[config.mk]
export PLATFORM = sky130hd
export DESIGN_NAME = keypad_scan_zyq
export DESIGN_NICKNAME = d
export VERILOG_FILES = /design/src/rtl/keypad_scan_zyq.sv
export SDC_FILE = /design/constraint.sdc
export NUM_CORES = 1
export LEC_CHECK = 0
export ABC_AREA = 1
export BUFFER_PORTS_ARGS = -buffer_cell sky130_fd_sc_hd__buf_2
export CAP_MARGIN = 5
export CORE_MARGIN = 1.5
export CORE_UTILIZATION = 40
export CTS_BUF_LIST = sky130_fd_sc_hd__clkbuf_4
export DETAILED_ROUTE_END_ITERATION = 8
export HOLD_SLACK_MARGIN = 0.08
export MAX_ROUTING_LAYER = met4
export PLACE_DENSITY = 0.55
export SETUP_SLACK_MARGIN = 0.5
export SLEW_MARGIN = 20
export SYNTH_ARGS = -nofsm -noshare
export SYNTH_HDL_FRONTEND = slang
export SYNTH_SLANG_ARGS = --single-unit
[constraint.sdc]
create_clock -name CLK -period 15 [get_ports CLK]
set_clock_uncertainty 0.2 [all_clocks]
set_input_delay 3 -clock CLK [delete_from_list [all_inputs] [get_ports CLK]]
set_output_delay 3 -clock CLK [all_outputs]
set_load 0.02 [all_outputs]
[src/rtl/keypad_scan_zyq.sv]
// keypad_scan_zyq: 4x4 matrix keypad scanner with debounce and a 32-bit digit-entry shift register
module keypad_scan_zyq #(
  parameter int SCAN_DIV = 50000,
  parameter int DEBOUNCE = 4
) (
  input  logic        CLK,
  input  logic        RST,
  input  logic        clr,
  input  logic [3:0]  row_n,
  output logic [3:0]  col_n,
  output logic        key_valid,
  output logic [3:0]  key_code,
  output logic [31:0] dataout,
  output logic [3:0]  digit_cnt
);
  localparam int DW = $clog2(SCAN_DIV);
  localparam logic [3:0] DB = 4'(DEBOUNCE);
  typedef enum logic [1:0] {IDLE, PRESS_DB, HELD, RELEASE_DB} state_t;
  state_t      state_q;
  logic [DW-1:0] div_q;
  logic [1:0]  col_q;
  logic [3:0]  sync1_q, sync2_q;
  logic [15:0] snap_q, snap_d;
  logic [4:0]  nlow;
  logic [3:0]  cand, cand_q, dbc_q, key_code_q, cnt_q;
  logic        last, frame_end, one, none, accept_d, key_valid_q;
  logic [31:0] dataout_q;
  assign last      = div_q == DW'(SCAN_DIV - 1);
  assign frame_end = last && col_q == 2'd3;
  assign one       = nlow == 5'd1;
  assign none      = nlow == 5'd0;
  assign col_n     = ~(4'b0001 << col_q);
  assign key_valid = key_valid_q;
  assign key_code  = key_code_q;
  assign dataout   = dataout_q;
  assign digit_cnt = cnt_q;
  // Merge the current column's rows into the frame on its last cycle, so frame end sees all four columns
  always_comb begin
    snap_d = snap_q;
    for (int r = 0; r < 4; r++)
      if (last) snap_d[{2'(r), col_q}] = ~sync2_q[r];
  end
  // Count pressed positions in the frame and keep the code of one of them as candidate
  always_comb begin
    nlow = '0;
    cand = '0;
    for (int i = 0; i < 16; i++)
      if (snap_d[i]) begin
        nlow = nlow + 5'd1;
        cand = 4'(i);
      end
  end
  // A key is accepted on the frame where its stable-press count reaches DEBOUNCE
  always_comb
    accept_d = frame_end && one &&
               ((state_q == IDLE && DB == 4'd1) ||
                (state_q == PRESS_DB && cand == cand_q && dbc_q + 4'd1 == DB));
  // Column divider and scan position
  always_ff @(posedge CLK)
    if (RST) begin
      div_q <= '0;
      col_q <= '0;
    end else begin
      div_q <= last ? '0 : div_q + DW'(1);
      col_q <= last ? col_q + 2'd1 : col_q;
    end
  // Row synchronizer and frame snapshot
  always_ff @(posedge CLK)
    if (RST) begin
      sync1_q <= 4'hF;
      sync2_q <= 4'hF;
      snap_q  <= '0;
    end else begin
      sync1_q <= row_n;
      sync2_q <= sync1_q;
      snap_q  <= snap_d;
    end
  // Press/release debounce FSM, stepped once per frame, with registered key outputs
  always_ff @(posedge CLK)
    if (RST) begin
      state_q     <= IDLE;
      dbc_q       <= '0;
      cand_q      <= '0;
      key_valid_q <= 1'b0;
      key_code_q  <= '0;
    end else begin
      key_valid_q <= accept_d;
      if (accept_d) key_code_q <= cand;
      if (frame_end)
        case (state_q)
          IDLE:
            if (one) begin
              cand_q  <= cand;
              dbc_q   <= accept_d ? 4'd0 : 4'd1;
              state_q <= accept_d ? HELD : PRESS_DB;
            end
          PRESS_DB:
            if (!one) begin
              state_q <= IDLE;
              dbc_q   <= '0;
            end else if (cand != cand_q) begin
              cand_q <= cand;
              dbc_q  <= 4'd1;
            end else if (accept_d) begin
              state_q <= HELD;
              dbc_q   <= '0;
            end else dbc_q <= dbc_q + 4'd1;
          HELD:
            if (none) begin
              state_q <= DB == 4'd1 ? IDLE : RELEASE_DB;
              dbc_q   <= DB == 4'd1 ? 4'd0 : 4'd1;
            end
          RELEASE_DB:
            if (!none) begin
              state_q <= HELD;
              dbc_q   <= '0;
            end else if (dbc_q + 4'd1 == DB) begin
              state_q <= IDLE;
              dbc_q   <= '0;
            end else dbc_q <= dbc_q + 4'd1;
        endcase
    end
  // Digit-entry register; clear overrides a simultaneous accept
  always_ff @(posedge CLK)
    if (RST || clr) begin
      dataout_q <= '0;
      cnt_q     <= '0;
    end else if (accept_d) begin
      dataout_q <= {dataout_q[27:0], cand};
      cnt_q     <= cnt_q == 4'd8 ? cnt_q : cnt_q + 4'd1;
    end
endmodule

==> implementation parameters, run 1 <==
Parameter                              Value

CTS
  Setup fix buffers added after clock tree synthesis ... 0
  H-tree Lvls ... 3
  Sink Count ... 93
  CTS tree ... built
  Resized cells post-CTS ... 0
  Clk buf depth ... 2
  CTS root buffer ... sky130_fd_sc_hd__clkbuf_4
  Number of buffers added by the clock tree synthesis step ... 9
  Clk Latency, worst-skew pair ... 0.45 ns
  Clock transition at the registers of the reported paths ... 0.15 ns
  Number of hold-repair buffers added at the cts stage ... 0

Floorplanning
  Standard-cell row count ... 43
  Floorplan Core Area ... 14000 sq um
  Die height ... 124 um
  Die X-Extent ... 124 um
  Starting Density ... 0.416
  Die area ... 15300 sq um
  Boundary pin count ... 52

Logic synthesis
  Simple-gate area share of the yosys netlist ... 0.378
  Count of mapped cells out of synthesis ... 892
  Library cell with the highest instance count after synthesis ... sky130_fd_sc_hd__nand2_1
  Synthesized cell area ... 5840 sq um
  Post-Synth XOR/XNOR Area ... 0.0120
  Count of distinct cell types in the synthesized netlist ... 46
  Combinational family with the most area after synthesis ... simple AND/OR/NAND/NOR gates
  Area fraction in compound gates after synthesis ... 0.116
  Proportion of register bits with asynchronous set or reset after synthesis ... 0
  Total nets after synthesis ... 922
  Flip-flop and latch count after synthesis ... 93
  Library cell with the largest summed area after synthesis ... sky130_fd_sc_hd__dfxtp_1
  Syn Area/Cell ... 6.55 sq um
  EDFF count, synth ... 0
  Commonest cells post-synth ... sky130_fd_sc_hd__nand2_1 (206), sky130_fd_sc_hd__inv_1 (142), sky130_fd_sc_hd__nor2_1 (101)
  Multiplexer share of the synthesized area ... 0.0126
  Dominant register cell in the synthesized netlist ... sky130_fd_sc_hd__dfxtp_1
  Part of the Yosys area used for sequential elements ... 0.319
  Proportion of netlist area held by the largest area contributor ... 0.319
  Synthesized-area fraction occupied by adder cells ... 0.0493
  Number of warnings printed during yosys synthesis ... 0
  Largest cells by area after synthesis ... sky130_fd_sc_hd__dfxtp_1 (32%), sky130_fd_sc_hd__nand2_1 (13%), sky130_fd_sc_hd__inv_1 (9.1%), sky130_fd_sc_hd__nor2_1 (6.5%), sky130_fd_sc_hd__nand3_1 (5.4%)

Timing
  Normalized max-slew margin ... 0.323
  Setup-failing EPs final ... 0
  Pins over their slew limit ... 0
  Count of final hold-check violations ... 0
  Least-Margin Pin Slew ... 1.01 ns
  Final worst-path cycle share ... 0.779
  Maximum frequency from static timing analysis ... 85.6 MHz
  Final Critical Period ... 11.68 ns
  Setup TNS after final layout ... 0 ns
  RSZ-0062 raised after global routing ... no

Cells and area
  Post-synthesis to final-layout area growth ... 9.24%
  Fraction of final layout cells with drive strength greater than 1 ... 0.165
  Number of nets in the final layout ... 972
  Post-route standard cell area excluding fillers ... 6380 sq um

Routing
  Antenna Violating Nets Remaining ... 0
  Total length of routed wires ... 12500 um
  Initial DRT Pass Iterations ... 5
  Number of design rule violations left after detail routing ... 0
  Count of vias placed by the detailed router ... 5185
  Vias per cell ... 4.60
  DRC violation total after the first TritonRoute iteration ... 258
  Wirelength per Cell ... 11.1 um

Min path
  Hold Crit Depth ... 1
  End point of the worst hold path ... sync2_q[0]
  Min-delay worst type ... register to register
  Worst Min Path Start ... sync1_q[0]

Run
  Max-cap check violation count ... 0

Pwr
  Part of the power in combinational logic ... 0.023
  Maximum resistive drop on vdd ... 30.0 uV
  Power density cells ... 61.0 nW/um^2
  Seq pwr share ... 0.642
  P_int ... 0.000288 W
  Clock share of power ... 0.335
  Sw Share ... 0.258
  Lkg Pwr ... 3.39 nW
  Net Sw Power ... 0.000101 W

Critical path
  Type of the worst setup path ... register to register
  Top cell by count, worst path ... sky130_fd_sc_hd__nand2_1
  Depth of the worst register-to-register path ... 63
  Capture instance of the worst register-to-register path ... key_code[0]
  Max Fanout on Critical Path ... 20
  Critical path endpoint category ... register
  Crit path DAT ... 11.87 ns
  Nature of the critical path startpoint ... register
  RR Startpoint ... col_q[1]
  R2R setup slack ... 3.32 ns
  Endpoint required time on the critical path ... 15.19 ns
  Worst stage delay on the critical path ... 0.78 ns
  Slowest CP cell ... sky130_fd_sc_hd__nor2_2

Global routing
  GR Overflow Total ... 0
  Global-route total usage across every layer ... 0.180
  Wire length of the first global-routing pass ... 21700 um
  Vias in the first global route ... 4786
  Largest net degree at the start of global routing ... 34
  Number of antenna violations at the first check in global routing ... 0

Place
  Number of buffers added on ports ... 51
  Hpwl dp ... 9640 um
  Instance area after placement ... 6250 sq um
  Placer's final routability congestion estimate ... 0.846

Status
  Run status ... finished, final reports clean
[kinds of logic after synthesis]
group	count (synthesis)
and+or+nand+nor	467
buffers and inverters	167
AOI/OAI and AO/OA	127
DFF	93
adders and majority gates	23
xor gates and xnor gates	8
muxes	7
[layout make-up]
class,instances,area [sq um]
Clock inverter,7,57.6
Antenna cell,1,2.50
Fill cell,1491,7660
Inverter,154,582
Clock buffer,9,67.6
Tap cell,180,225
Multi-Input combinational cell,632,3320
Timing Repair Buffer,52,263
Sequential cell,93,1860
[metrics by stage]
stage / worst slack (ns) / util / instances / power (W) / hold WS (ns)
2_1_floorplan: 4.49 / - / 892 / 0.000261 / 0.189
3_3_place_gp: 3.57 / 0.445 / 1111 / 0.000264 / 0.190
3_5_place_dp: 3.43 / 0.445 / 1111 / 0.000264 / 0.193
4_1_cts: 3.36 / 0.454 / 1127 / 0.000395 / 0.227
5_1_grt: 2.25 / 0.454 / 1127 / 0.000407 / 0.248
6_report: 3.32 / 0.454 / 1128 / 0.000389 / 0.225
[power groups by stage]
stage	clock [W]	combinational [W]	sequential, W
CTS	0.000137	0.00000899	0.000250
floorplan	0	0.00000632	0.000255
global route	0.000147	0.0000102	0.000250
detailed placement	0	0.00000897	0.000255
global placement	0	0.00000915	0.000255
finish	0.000130	0.00000881	0.000250
[placed cells by master, fill, tap and decap left out, types with 3 or more instances in the layout]
| cell type | netlist | final |
|---|---|---|
| sky130_fd_sc_hd__xnor2_1 | 4 | 4 |
| sky130_fd_sc_hd__a21oi_2 | 8 | 8 |
| sky130_fd_sc_hd__nor2_2 | 3 | 3 |
| sky130_fd_sc_hd__clkbuf_4 | 0 | 9 |
| sky130_fd_sc_hd__a21oi_1 | 47 | 47 |
| sky130_fd_sc_hd__nand2_2 | 22 | 22 |
| sky130_fd_sc_hd__nand2_4 | 5 | 5 |
| sky130_fd_sc_hd__o21ai_1 | 20 | 20 |
| sky130_fd_sc_hd__nand4_1 | 5 | 5 |
| sky130_fd_sc_hd__or2_2 | 19 | 19 |
| sky130_fd_sc_hd__inv_2 | 10 | 10 |
| sky130_fd_sc_hd__dfxtp_1 | 93 | 93 |
| sky130_fd_sc_hd__nand3_1 | 63 | 63 |
| sky130_fd_sc_hd__mux2i_1 | 6 | 6 |
| sky130_fd_sc_hd__nand2_1 | 206 | 206 |
| sky130_fd_sc_hd__nor3_1 | 10 | 10 |
| sky130_fd_sc_hd__nor2_4 | 4 | 4 |
| sky130_fd_sc_hd__nor2_1 | 101 | 101 |
| sky130_fd_sc_hd__inv_6 | 0 | 3 |
| sky130_fd_sc_hd__nand3b_1 | 7 | 7 |
| sky130_fd_sc_hd__xor2_1 | 4 | 4 |
| sky130_fd_sc_hd__o21ai_0 | 46 | 46 |
| sky130_fd_sc_hd__inv_1 | 142 | 142 |
| sky130_fd_sc_hd__nor2_8 | 3 | 3 |
| sky130_fd_sc_hd__nand3_2 | 6 | 6 |
| sky130_fd_sc_hd__buf_2 | 1 | 51 |
| sky130_fd_sc_hd__ha_1 | 23 | 23 |
[worst max-delay path by stage]
stage               startpoint      endpoint  slack [ns]
global placement      col_q[1]    dataout[4]        3.57
CTS                   col_q[1]   key_code[0]        3.36
finish                col_q[1]   key_code[0]        3.32
floorplan             col_q[1]   dataout[22]        4.49
detailed placement    col_q[1]  digit_cnt[2]        3.43
global route          col_q[1]   key_code[1]        2.25
[flip-flops by register name, summed over array words and instances, names as in the netlist]
register and count:
digit_cnt 4, dataout 32, div_q 16, sync2_q 4, col_q 2, cand_q 4
state_q 2, dbc_q 4, key_code 4, key_valid 1, snap_q 16, sync1_q 4
[critical path: cells and delay by family (launching register included)]
family / cells / cell delay (ns)
compound gates: 6 / 0.88
buf+inv: 10 / 0.64
fa+ha+maj: 15 / 4.02
flops: 1 / 0.36
simple gates: 32 / 5.57
[layer usage]
metal | global-route usage | vias to the layer above | part of all wire
li1 | - | 2900 | -
met1 | 0.238 | 2236 | 0.52
met2 | 0.285 | 44 | 0.45
met3 | 0.0321 | 5 | 0.023
met4 | 0.0445 | 0 | 0.0077
met5 | - | - | 0
Power figures use the tool's default switching activity.
==> run 2: changes to the inputs <==
clock period = 11.6 ns   (was 15 ns; I/O delays follow)
==> run 2 against run 1 <==
Net effect:
- setup slack worse by 2.3 ns
- fmax grew 11%
- via count up 3.1%
- global-route usage hardly changed
- design area rose by 8.0%
- core utilization rose by 3.6 points
- flip-flop and latch count stayed put
- die area stayed put
- non-clock buffer count up 25
- largest cell class unchanged
- largest power group unchanged
==> implementation parameters, run 2 (same netlist as run 1, synthesis figures left out) <==
Parameter                              Value

Critical path
  WP depth ... 64
  Slowest CP cell ... sky130_fd_sc_hd__dfxtp_2
  Crit path DAT ... 10.72 ns
  Depth of the worst register-to-register path ... 64
  Endpoint required time on the critical path ... 11.78 ns
  Nature of the critical path startpoint ... register
  Top cell by count, worst path ... sky130_fd_sc_hd__nand2_2
  Max Fanout on Critical Path ... 6
  Type of the worst setup path ... register to register
  Critical path endpoint category ... register
  Worst stage delay on the critical path ... 0.39 ns
  Cell class contributing the biggest share of worst-path delay ... simple AND/OR/NAND/NOR gates
  Number of buffer and inverter instances along the worst setup path ... 9

Pwr
  Post-layout power ... 0.000509 W
  Seq pwr share ... 0.635
  Maximum resistive drop on vdd ... 36.8 uV
  Lkg Pwr ... 3.58 nW
  P_int ... 0.000376 W
  Clock share of power ... 0.341
  Net Sw Power ... 0.000134 W
  Power density cells ... 73.9 nW/um^2
  Sw Share ... 0.263
  Part of the power in combinational logic ... 0.024

Routing
  Number of design rule violations left after detail routing ... 0
  Initial DRT Pass Iterations ... 4
  Vias per cell ... 4.63
  Total length of routed wires ... 13200 um
  Count of vias placed by the detailed router ... 5344
  Antenna Violating Nets Remaining ... 0
  Wirelength per Cell ... 11.5 um
  DRC violation total after the first TritonRoute iteration ... 175

Global routing
  Largest net degree at the start of global routing ... 34
  Vias in the first global route ... 4742
  Number of antenna violations at the first check in global routing ... 0
  Global-route total usage across every layer ... 0.180
  Wire length of the first global-routing pass ... 21600 um
  GR Overflow Total ... 0

CTS
  H-tree Lvls ... 3
  Clock transition at the registers of the reported paths ... 0.16 ns
  CTS tree ... built
  CTS root buffer ... sky130_fd_sc_hd__clkbuf_4
  Number of buffers added by the clock tree synthesis step ... 9
  Clk Latency, worst-skew pair ... 0.47 ns
  Clk buf depth ... 2
  Sink Count ... 93

Min path
  Min-delay worst type ... register to register
  Hold Crit Depth ... 1

Floorplanning
  Die X-Extent ... 124 um
  Starting Density ... 0.416
  Die area ... 15300 sq um
  Die height ... 124 um
  Floorplan Core Area ... 14000 sq um
  Boundary pin count ... 52
  Standard-cell row count ... 43

Cells and area
  Largest register FFs ... 32
  Commonest cells after routing, fill and taps aside ... sky130_fd_sc_hd__nand2_1 (189), sky130_fd_sc_hd__inv_1 (139), sky130_fd_sc_hd__nor2_1 (92), sky130_fd_sc_hd__dfxtp_1 (84), sky130_fd_sc_hd__nand3_1 (59)
  Number of nets in the final layout ... 998
  Core utilization of the finished layout ... 0.491
  Most common cell after layout, fill and taps aside ... sky130_fd_sc_hd__nand2_1
  Fraction of final layout cells with drive strength greater than 1 ... 0.243
  Post-synthesis to final-layout area growth ... 18.0%

Timing
  Maximum frequency from static timing analysis ... 94.9 MHz
  Final Critical Period ... 10.54 ns
  Least-Margin Pin Slew ... 0.774 ns
  RSZ-0062 raised after global routing ... no
  Pins over their slew limit ... 0
  Final worst-path cycle share ... 0.908
  Setup-failing EPs final ... 0
  Count of final hold-check violations ... 0
  Setup TNS after final layout ... 0 ns
  Normalized max-slew margin ... 0.478

Place
  Number of buffers added on ports ... 51
  Hpwl dp ... 9690 um
  Placer's final routability congestion estimate ... 0.826

Status
  Run status ... finished, final reports clean

Run
  Max-cap check violation count ... 0
## run 2: changes by cell type in the layout (fill, tap and decap cells not counted), sizes merged
cell,previous run,this run
nor2,111,112
clkinv,2,3
clkbuf,9,11
clkinvlp,2,1
buf,52,75
## run 2: area by class of cell
type,count,area (sq um)
flip-flops and latches,93,1880
repair buffers,77,514
well taps,180,225
inverters,154,587
multi-input cells,633,3550
fillers,1492,7150
diodes,1,2.50
clock buffers,9,67.6
clock inverters,7,65.1
## run 2: power by group through the flow
stage | sequential (W) | clock, W | combinational [W]
3_5_place_dp | 0.000330 | 0 | 0.0000117
4_1_cts | 0.000323 | 0.000183 | 0.0000117
6_report | 0.000323 | 0.000174 | 0.0000124
5_1_grt | 0.000324 | 0.000196 | 0.0000143
3_3_place_gp | 0.000330 | 0 | 0.0000117
2_1_floorplan | 0.000330 | 0 | 0.00000817
## run 2: path summary, 6_finish.rpt
kind	from	slack, ns	to
hold / removal	sync1_q[0]	0.23	sync2_q[0]
setup reg to reg	div_q[1]	1.06	dataout[4]
setup / recovery	div_q[1]	1.06	dataout[4]
hold reg to reg	sync1_q[0]	0.23	sync2_q[0]
## run 2: stage by stage
step | hold WS (ns) | instance area, sq um | std cells | worst slack, ns
3_5_place_dp | 0.193 | 6270 | 1113 | 0.351
3_3_place_gp | 0.193 | 6270 | 1113 | 0.511
5_1_grt | 0.245 | 6890 | 1153 | 0.431
6_report | 0.225 | 6890 | 1154 | 1.06
4_1_cts | 0.226 | 6430 | 1132 | 0.475
2_1_floorplan | 0.189 | 5840 | 892 | 1.09
## run 2: repair_timing
| item | 4_1_cts | 5_1_grt |
|---|---|---|
| pin swaps | 2 | 28 |
| resized for setup | 5 | 80 |
| setup endpoints to repair | 32 | 51 |
| cloned | 0 | 4 |
| hold buffers | 0 | 0 |
| buffers inserted | 3 | 17 |
## run 2: per-layer routing
| metal | wire length (um) | track usage | share of wire |
|---|---|---|---|
| met1 | 6760 | 0.243 | 0.51 |
| met2 | 5960 | 0.281 | 0.45 |
| met4 | 176 | 0.0409 | 0.013 |
| met3 | 330 | 0.0339 | 0.025 |
| met5 | 0 | - | 0 |
